## src/rtl/tx_sync_pkg.sv

```systemverilog
// Shared types and helpers for the transmit-side synchroniser/arbiter.
// Holds the channel and engine state encodings and the channel-index width rule.
package tx_sync_pkg;

   typedef enum logic {
      CH_IDLE   = 1'b0,
      CH_ACTIVE = 1'b1
   } ch_state_t;

   typedef enum logic {
      ENG_IDLE = 1'b0,
      ENG_WAIT = 1'b1
   } eng_state_t;

   // A single channel still needs a 1-bit index port.
   function automatic int ch_width(input int num_ch);
      return (num_ch <= 1) ? 1 : $clog2(num_ch);
   endfunction

endpackage

```

## src/rtl/tx_sync_arb_rr_arbiter.sv

```systemverilog
// Round-robin arbiter: searches from last_ch+1 upward with wrap-around and
// grants the first requesting channel.
module rr_arbiter
   import tx_sync_pkg::*;
#(
   parameter  int NUM_CH = 4,
   localparam int CH_W   = ch_width(NUM_CH)
) (
   input  logic [NUM_CH-1:0] req,
   input  logic [CH_W-1:0]   last_ch,
   output logic [NUM_CH-1:0] grant,
   output logic [CH_W-1:0]   grant_idx,
   output logic              any_req
);

   int   idx;
   logic found;

   always_comb begin
      grant     = '0;
      grant_idx = '0;
      any_req   = |req;
      idx       = 0;
      found     = 1'b0;
      for (int k = 1; k <= NUM_CH; k++) begin
         idx = int'(last_ch) + k;
         if (idx >= NUM_CH) begin
            idx = idx - NUM_CH;
         end
         if (!found && req[idx]) begin
            found      = 1'b1;
            grant[idx] = 1'b1;
            grant_idx  = CH_W'(idx);
         end
      end
   end

endmodule

```

## src/rtl/tx_sync_arb.sv

```systemverilog
// Multi-channel one-shot handshake gating plus round-robin arbitration in front
// of a single UART transmitter load/ready interface.
module tx_sync_arb
   import tx_sync_pkg::*;
#(
   parameter  int NUM_CH        = 4,
   parameter  int DATA_W        = 8,
   parameter  int REARM_ON_DROP = 1,
   localparam int CH_W          = ch_width(NUM_CH)
) (
   input  logic                     clk,
   input  logic                     reset,
   input  logic [NUM_CH-1:0]        Tx_valid,
   input  logic [NUM_CH*DATA_W-1:0] Tx_data,
   input  logic                     ready_reg,
   output logic [NUM_CH-1:0]        ready,
   output logic                     tx_load,
   output logic [DATA_W-1:0]        tx_data,
   output logic [CH_W-1:0]          tx_ch
);

   logic [NUM_CH-1:0] eligible;
   logic [NUM_CH-1:0] grant;
   logic [CH_W-1:0]   grant_idx;
   logic              any_req;
   logic              grant_en;
   logic [CH_W-1:0]   last_ch_reg;
   eng_state_t        eng_state_reg;
   eng_state_t        eng_state_next;

   // Per-channel one-shot: a channel is consumed by its grant and re-arms
   // either when its valid drops or on the following edge.
   generate
      for (genvar gi = 0; gi < NUM_CH; gi++) begin : g_ch
         ch_state_t state_reg;
         ch_state_t state_next;

         assign eligible[gi] = Tx_valid[gi] && (state_reg == CH_IDLE);

         always_comb begin
            state_next = state_reg;
            case (state_reg)
               CH_IDLE: begin
                  if (ready[gi]) begin
                     state_next = CH_ACTIVE;
                  end
               end
               CH_ACTIVE: begin
                  if ((REARM_ON_DROP == 0) || !Tx_valid[gi]) begin
                     state_next = CH_IDLE;
                  end
               end
               default: state_next = CH_IDLE;
            endcase
         end

         always_ff @(posedge clk) begin
            if (reset) begin
               state_reg <= CH_IDLE;
            end else begin
               state_reg <= state_next;
            end
         end
      end
   endgenerate

   rr_arbiter #(.NUM_CH(NUM_CH)) u_arb (
      .req       (eligible),
      .last_ch   (last_ch_reg),
      .grant     (grant),
      .grant_idx (grant_idx),
      .any_req   (any_req)
   );

   assign grant_en = !reset && (eng_state_reg == ENG_IDLE) && ready_reg && any_req;
   assign ready    = grant_en ? grant : '0;
   assign tx_load  = |ready;

   // Engine holds off further grants until the transmitter has visibly gone busy.
   always_comb begin
      eng_state_next = eng_state_reg;
      case (eng_state_reg)
         ENG_IDLE: begin
            if (grant_en) begin
               eng_state_next = ENG_WAIT;
            end
         end
         ENG_WAIT: begin
            if (!ready_reg) begin
               eng_state_next = ENG_IDLE;
            end
         end
         default: eng_state_next = ENG_IDLE;
      endcase
   end

   always_ff @(posedge clk) begin
      if (reset) begin
         eng_state_reg <= ENG_IDLE;
         last_ch_reg   <= CH_W'(NUM_CH - 1);
      end else begin
         eng_state_reg <= eng_state_next;
         if (tx_load) begin
            last_ch_reg <= grant_idx;
         end
      end
   end

   always_comb begin
      tx_data = '0;
      for (int i = 0; i < NUM_CH; i++) begin
         if (ready[i]) begin
            tx_data = tx_data | Tx_data[i*DATA_W +: DATA_W];
         end
      end
   end

   generate
      if (NUM_CH == 1) begin : g_single
         assign tx_ch = '0;
      end else begin : g_multi
         assign tx_ch = tx_load ? grant_idx : '0;
      end
   endgenerate

endmodule

```

## config.mk

```make
export PLATFORM = sky130hd
export DESIGN_NAME = tx_sync_arb
export DESIGN_NICKNAME = d
export VERILOG_FILES = /design/src/rtl/tx_sync_pkg.sv /design/src/rtl/tx_sync_arb_rr_arbiter.sv /design/src/rtl/tx_sync_arb.sv
export SDC_FILE = /design/constraint.sdc
export NUM_CORES = 1
export LEC_CHECK = 0
export ABC_AREA = 0
export ABC_CLOCK_PERIOD_IN_PS = 6050
export CORE_MARGIN = 5
export CORE_UTILIZATION = 41
export CTS_CLUSTER_SIZE = 40
export DETAILED_ROUTE_END_ITERATION = 6
export PLACE_DENSITY = 0.87
export SYNTH_ARGS = -nofsm -noshare
export SYNTH_HDL_FRONTEND = slang
export SYNTH_SLANG_ARGS = --single-unit
```

## constraint.sdc

```tcl
create_clock -name clk -period 6.05 [get_ports clk]
set_input_delay 1.21 -clock clk [delete_from_list [all_inputs] [get_ports clk]]
set_output_delay 1.21 -clock clk [all_outputs]
set_load 0.02 [all_outputs]
```

# Word-level counts from Yosys, hierarchy flattened
# Index checks and enable logic that the tools add are counted.
# totals
register_bits,7
inputBits,39
output_inout_bits,15
wordCells,113
# classes
addsub,8
order_cmp,12
mux,56
bitwise_logic,11
n_reduce_logical,20
# ops
op,n
$ge A32 B1 Y1 const B,4
$ge A32 B4 Y1 const B,4
$lt A32 B4 Y1 const B,4
$mux W32,4
$sub A32 B4 Y32 const B,4
$mux W8,4
$mux W1,25
$or A8 B8 Y8,3
$mux W4,5
$logic_and A1 B1 Y1,14
$or A4 B4 Y4,3
$mux W2,5
$pmux W1 S2,5
$bmux W1 S2,4
$demux W1 S2,4
$reduce_or A4 Y1,2
$add A2 B2 Y3 const B,2
$not A1 Y1,5
$add A2 B3 Y4 const B,1
$logic_not A1 Y1,4
$add A2 B1 Y3 const B,1

# Logic depth before layout (Yosys ltp)
# logic_depth
word_depth,24
ltp_mapped,10
mapped_depth_nobuf,8

# Hierarchy
# Synthesis repeated with hierarchy kept, for this count alone.
# unflattened
hier_cells,114
hier_area_um2,952.2
# by_module_without_submodules
mod,instances,cells_each,area_per_inst_um2
tx_sync_arb,1,71,539.3
rr_arbiter,1,43,412.9

# Worst setup path after synthesis
# No wires, ideal clock.
# synth_timing
kind,input to output
startpoint,in reset
endpoint,out tx_data[0]
arrival_time_ns,3.142
required_ns,4.840
setup_slack_ns,1.698
stages,8
n_path_buf,2
path_cell_list,clkbuf_1 > nor3b_1 > o41ai_4 > nor4bb_1 > a221o_1 > buf_2 > a22oi_1 > nand2_1
# synth_via
elab_cells_between_ends,12
# synth_lines
element,line,source
start: declaration,tx_sync_arb.sv:12,"input logic reset,"
$logic_not A1 Y1,tx_sync_arb.sv:75,assign grant_en = !reset && (eng_state_reg == ENG_IDLE) && ready_reg && any_req;
$logic_and A1 B1 Y1 (3 in a row),tx_sync_arb.sv:75,
$mux W4,tx_sync_arb.sv:76,assign ready = grant_en ? grant : '0;
named net ready[3],tx_sync_arb.sv:16,"output logic [NUM_CH-1:0] ready,"
$mux W8,tx_sync_arb.sv:112,if (ready[i]) begin
end: declaration,tx_sync_arb.sv:18,"output logic [DATA_W-1:0] tx_data,"
# The timed path passes the listed nets, and every way through them passes these cells.

# Worst setup path after layout
# layout_timing
startpoint,in Tx_valid[0]
endpoint,out tx_ch[0]
# layout_via
elab_chain_len,17
elab_cells_between_ends,38
# layout_rtl
element,line,source
start: declaration,tx_sync_arb.sv:13,"input logic [NUM_CH-1:0] Tx_valid,"
$logic_and A1 B1 Y1 *,tx_sync_arb.sv:38,assign eligible[gi] = Tx_valid[gi] && (state_reg == CH_IDLE);
$bmux W1 S2,tx_sync_arb_rr_arbiter.sv:30,if (!found && req[idx]) begin
$mux W1 (not written as such) (2 in a row),tx_sync_arb_rr_arbiter.sv:30,
$mux W1,tx_sync_arb_rr_arbiter.sv:30,
$logic_not A1 Y1,tx_sync_arb_rr_arbiter.sv:30,
$logic_and A1 B1 Y1,tx_sync_arb_rr_arbiter.sv:30,
$mux W1,tx_sync_arb_rr_arbiter.sv:30,
$logic_not A1 Y1,tx_sync_arb_rr_arbiter.sv:30,
$logic_and A1 B1 Y1,tx_sync_arb_rr_arbiter.sv:30,
$mux W1,tx_sync_arb_rr_arbiter.sv:30,
$logic_not A1 Y1,tx_sync_arb_rr_arbiter.sv:30,
$logic_and A1 B1 Y1,tx_sync_arb_rr_arbiter.sv:30,
$mux W4,tx_sync_arb_rr_arbiter.sv:30,
$mux W4,tx_sync_arb.sv:76,
$reduce_or A4 Y1,tx_sync_arb.sv:77,assign tx_load = |ready;
$mux W2 *,tx_sync_arb.sv:122,assign tx_ch = tx_load ? grant_idx : '0;
end: declaration,tx_sync_arb.sv:19,output logic [CH_W-1:0] tx_ch
# Mark *: on every way between the ends. The rest lies on a longest branch, timed or not. The select of a mux whose other input is x is not followed.

==> summary.md <==
| Metric | Value |
|---|---|
| Outcome | `finished, final reports clean` |
| # setup viols final | `0` |
| Initial antenna violation count | `0` |
| Rel. slew slack | `60.06%` |
| Largest net degree at the start of global routing | `18` |
| Final ANT Viol Nets | `0` |
| Top post-synthesis cells by area | `dfxtp_1 (15%), a22oi_1 (12%), ha_1 (10%)` |
| Max IR drop VDD | `0.2086 mV` |
| RePlAce Congestion | `0.8945` |
| Placed cell areas | `1513 sq um` |
| PD cells | `271.5 nW/um^2` |
| Total wire length | `3363 um` |
| Final period util | `94.23%` |
| First-pass GRT wire length | `5382 um` |
| I/O Buffers | `53` |
| Mux share of post-synthesis cell area | `9.870%` |
| CP max stage cell | `clkdlybuf4s50_1` |
| Multi-input combinational cell area | `777.0 sq um` |
| Synth Area in Compound Gates | `34.55%` |
| CP startpoint kind | `primary input` |
| Htree depth | `1` |
| Max_cap viols | `0` |
| Post-Syn Instances | `118` |
| Cts-stage hold buffer count | `0` |
| DIE AREA | `3419 sq um` |
| Final slew viol count | `0` |
| Max FFs per register | `4` |
| Static Leak | `0.6142 nW` |
| Layout cells sized above 1 | `6.471%` |
| Async set or reset register ratio after synthesis | `0%` |
| Fin nets | `218` |
| Number of global-route vias before repair | `1162` |
| Synth Area in Simple Gates | `25.84%` |
| Yosys top cell area share | `14.55%` |
| Core outline area | `2233 sq um` |
| Post-cts sizing count | `0` |
| Num CTS Buffers | `3` |
| Netlist Area Pre-Place | `963.4 sq um` |
| Final Cell Area | `1539 sq um` |
| Mean routed wirelength per cell | `16.98 um` |
| Worst slew pin tran | `0.5910 ns` |
| Avg Cell Area, Syn | `8.165 sq um` |
| XOR/XNOR Fraction of Synth Area | `0%` |
| Clock transition at the registers of the reported paths | `0.05 ns` |
| Synth Area in Adders | `10.39%` |
| Register area | `140.1 sq um` |
| I/O pin count | `54` |
| Yosys reg bits | `7` |
| Skew final | `0.0003888 ns` |
| Register area share after synthesis | `14.55%` |
| Initial DRC count | `63` |
| Detailed Routing Iterations Pass 1 | `4` |
| GRT Overall Usage | `20.20%` |
| Ys flop type | `dfxtp_1` |
| GRT overflow | `0` |
| Max Freq | `175.4 MHz` |
| # DRC | `0` |
| Starting density of the core | `43.14%` |
| Critical Path, Cell by Cell | `clkdlybuf4s50_1 > nor2b_1 > nand3_1 > nand3_1 > nor4bb_1 > a221o_1 > nor4_1 > a21oi_1 > clkdlybuf4s50_1` |
| Commonest cells in the synthesized netlist | `a22oi_1 (16), nand2_1 (12), nor2_1 (11), ha_1 (8), dfxtp_1 (7)` |
| RSZ-0062 raised after global routing | `false` |
| Die W | `58.48 um` |
| Detail Placement HPWL | `2790 um` |
| Max incr delay on CP | `0.63 ns` |
| Most frequent cell after synthesis | `a22oi_1` |
| Clock buffer depth | `2` |
| Post-CTS Setup Bufs | `0` |
| Sum of buffers and inverters on the critical path | `2` |
| Critical Path AT | `4.49 ns` |
| EDFF count, synth | `0` |
| WP data required | `4.84 ns` |
| Hold/Removal Path Class | `reg -> reg` |
| Clk root buf | `clkbuf_4` |
| Die span in y | `58.48 um` |
| CTS sink count | `7` |
| Path type of the worst setup path | `in -> out` |
| Critical path's top delay family | `simple AND/OR/NAND/NOR gates` |
| Worst setup EP type | `output port` |
| Mapped Nets | `165` |
| Fin crit period | `5.701 ns` |
| CTS tree | `done` |
| Largest family of logic cells by synthesized area | `compound AO/OA/AOI/OAI gates` |
| FP Rows | `17` |
| Fill cell count | `183` |
| Area Overhead vs Synth | `59.74%` |
| Crit path max fanout | `13` |
| Ant. Diodes | `0` |
| Worst-skew pair later-pin latency | `0.25 ns` |
| Dominant cell type by area after synthesis | `dfxtp_1` |
| Drt via density | `5.980` |
| Final hold vios | `0` |
| Vias | `1184` |
| Number of distinct library cells after synthesis | `33` |
| YS warnings | `0` |
| Setup TNS | `0 ns` |
[per-layer routing]
metal | global-route usage [%] | share of wire (%) | up-vias
met2 | 36.36 | 57 | 38
met3 | 2.412 | 4.0 | 10
met4 | 8.609 | 2.3 | 0
met1 | 23.82 | 37 | 570
li1 | - | - | 566
met5 | 0 | 0 | -
[where the power goes]
group          switching, mW  internal (mW)  leakage, nW
Combinational          0.153          0.144        0.542
Sequential            0.0228         0.0547       0.0572
Clock                 0.0182         0.0252       0.0150
Total                  0.194          0.224        0.614
[metrics by stage]
stage          hold WS, ns  cells  total power, mW  utilization, %  worst slack [ns]
5_1_grt             0.6071    198           0.4531           68.91           0.01789
3_5_place_dp        0.5366    194           0.3730           67.73            0.3800
2_1_floorplan       0.5024    118           0.2596               -             1.698
6_report            0.5469    198           0.4178           68.91            0.3491
3_3_place_gp        0.5185    194           0.3680           67.73            0.5101
4_1_cts             0.5501    198           0.4192           68.91            0.3814
[layout make-up]
cell class              count  share of cell area, %
clock buffers               4                  1.707
repair buffers             55                  35.45
inverters                   4                 0.9756
well taps                  28                  2.276
flip-flops and latches      7                  9.106
multi-input cells         100                  50.49
[path summary, 6_finish.rpt]
check	from	to	slack [ns]	cells after the start
setup reg to reg	last_ch_reg[0]	last_ch_reg[1]	2.45	8
hold reg to reg	g_ch[1].state_reg	g_ch[1].state_reg	0.55	2
setup / recovery	Tx_valid[0]	tx_ch[0]	0.35	9
hold / removal	g_ch[1].state_reg	g_ch[1].state_reg	0.55	2
[cells by family (layout without fill, tap and decap cells)]
kind of cell    after synthesis  in the layout
compound gates               39             39
fa+ha+maj                     8              8
buf+inv                      11             63
flops                         7              7
mux                           7              7
simple gates                 46             46
[placed cells by master, fill, tap and decap left out, types with 3 or more instances in the layout]
master           netlist  routed
clkdlybuf4s50_1        0      53
ha_1                   8       8
a211o_1                3       3
o21ai_0                3       3
nand3_1                6       6
a221o_1                4       4
a32o_1                 4       4
nand2_1               12      12
a22oi_1               16      16
mux2i_1                5       5
nor2b_1                3       3
dfxtp_1                7       7
clkbuf_4               0       3
inv_1                  4       4
nor2_1                11      11
[worst reg2reg max path: cells and delay by family, from the launching register on]
kind                       cells  cell delay, ns
AOI/OAI and AO/OA              2            0.86
buffers and inverters          1            0.29
adders and majority gates      1            0.43
and+or+nand+nor                4            1.21
DFF                            1            0.70
No activity file was read; power rests on OpenSTA's default activity.
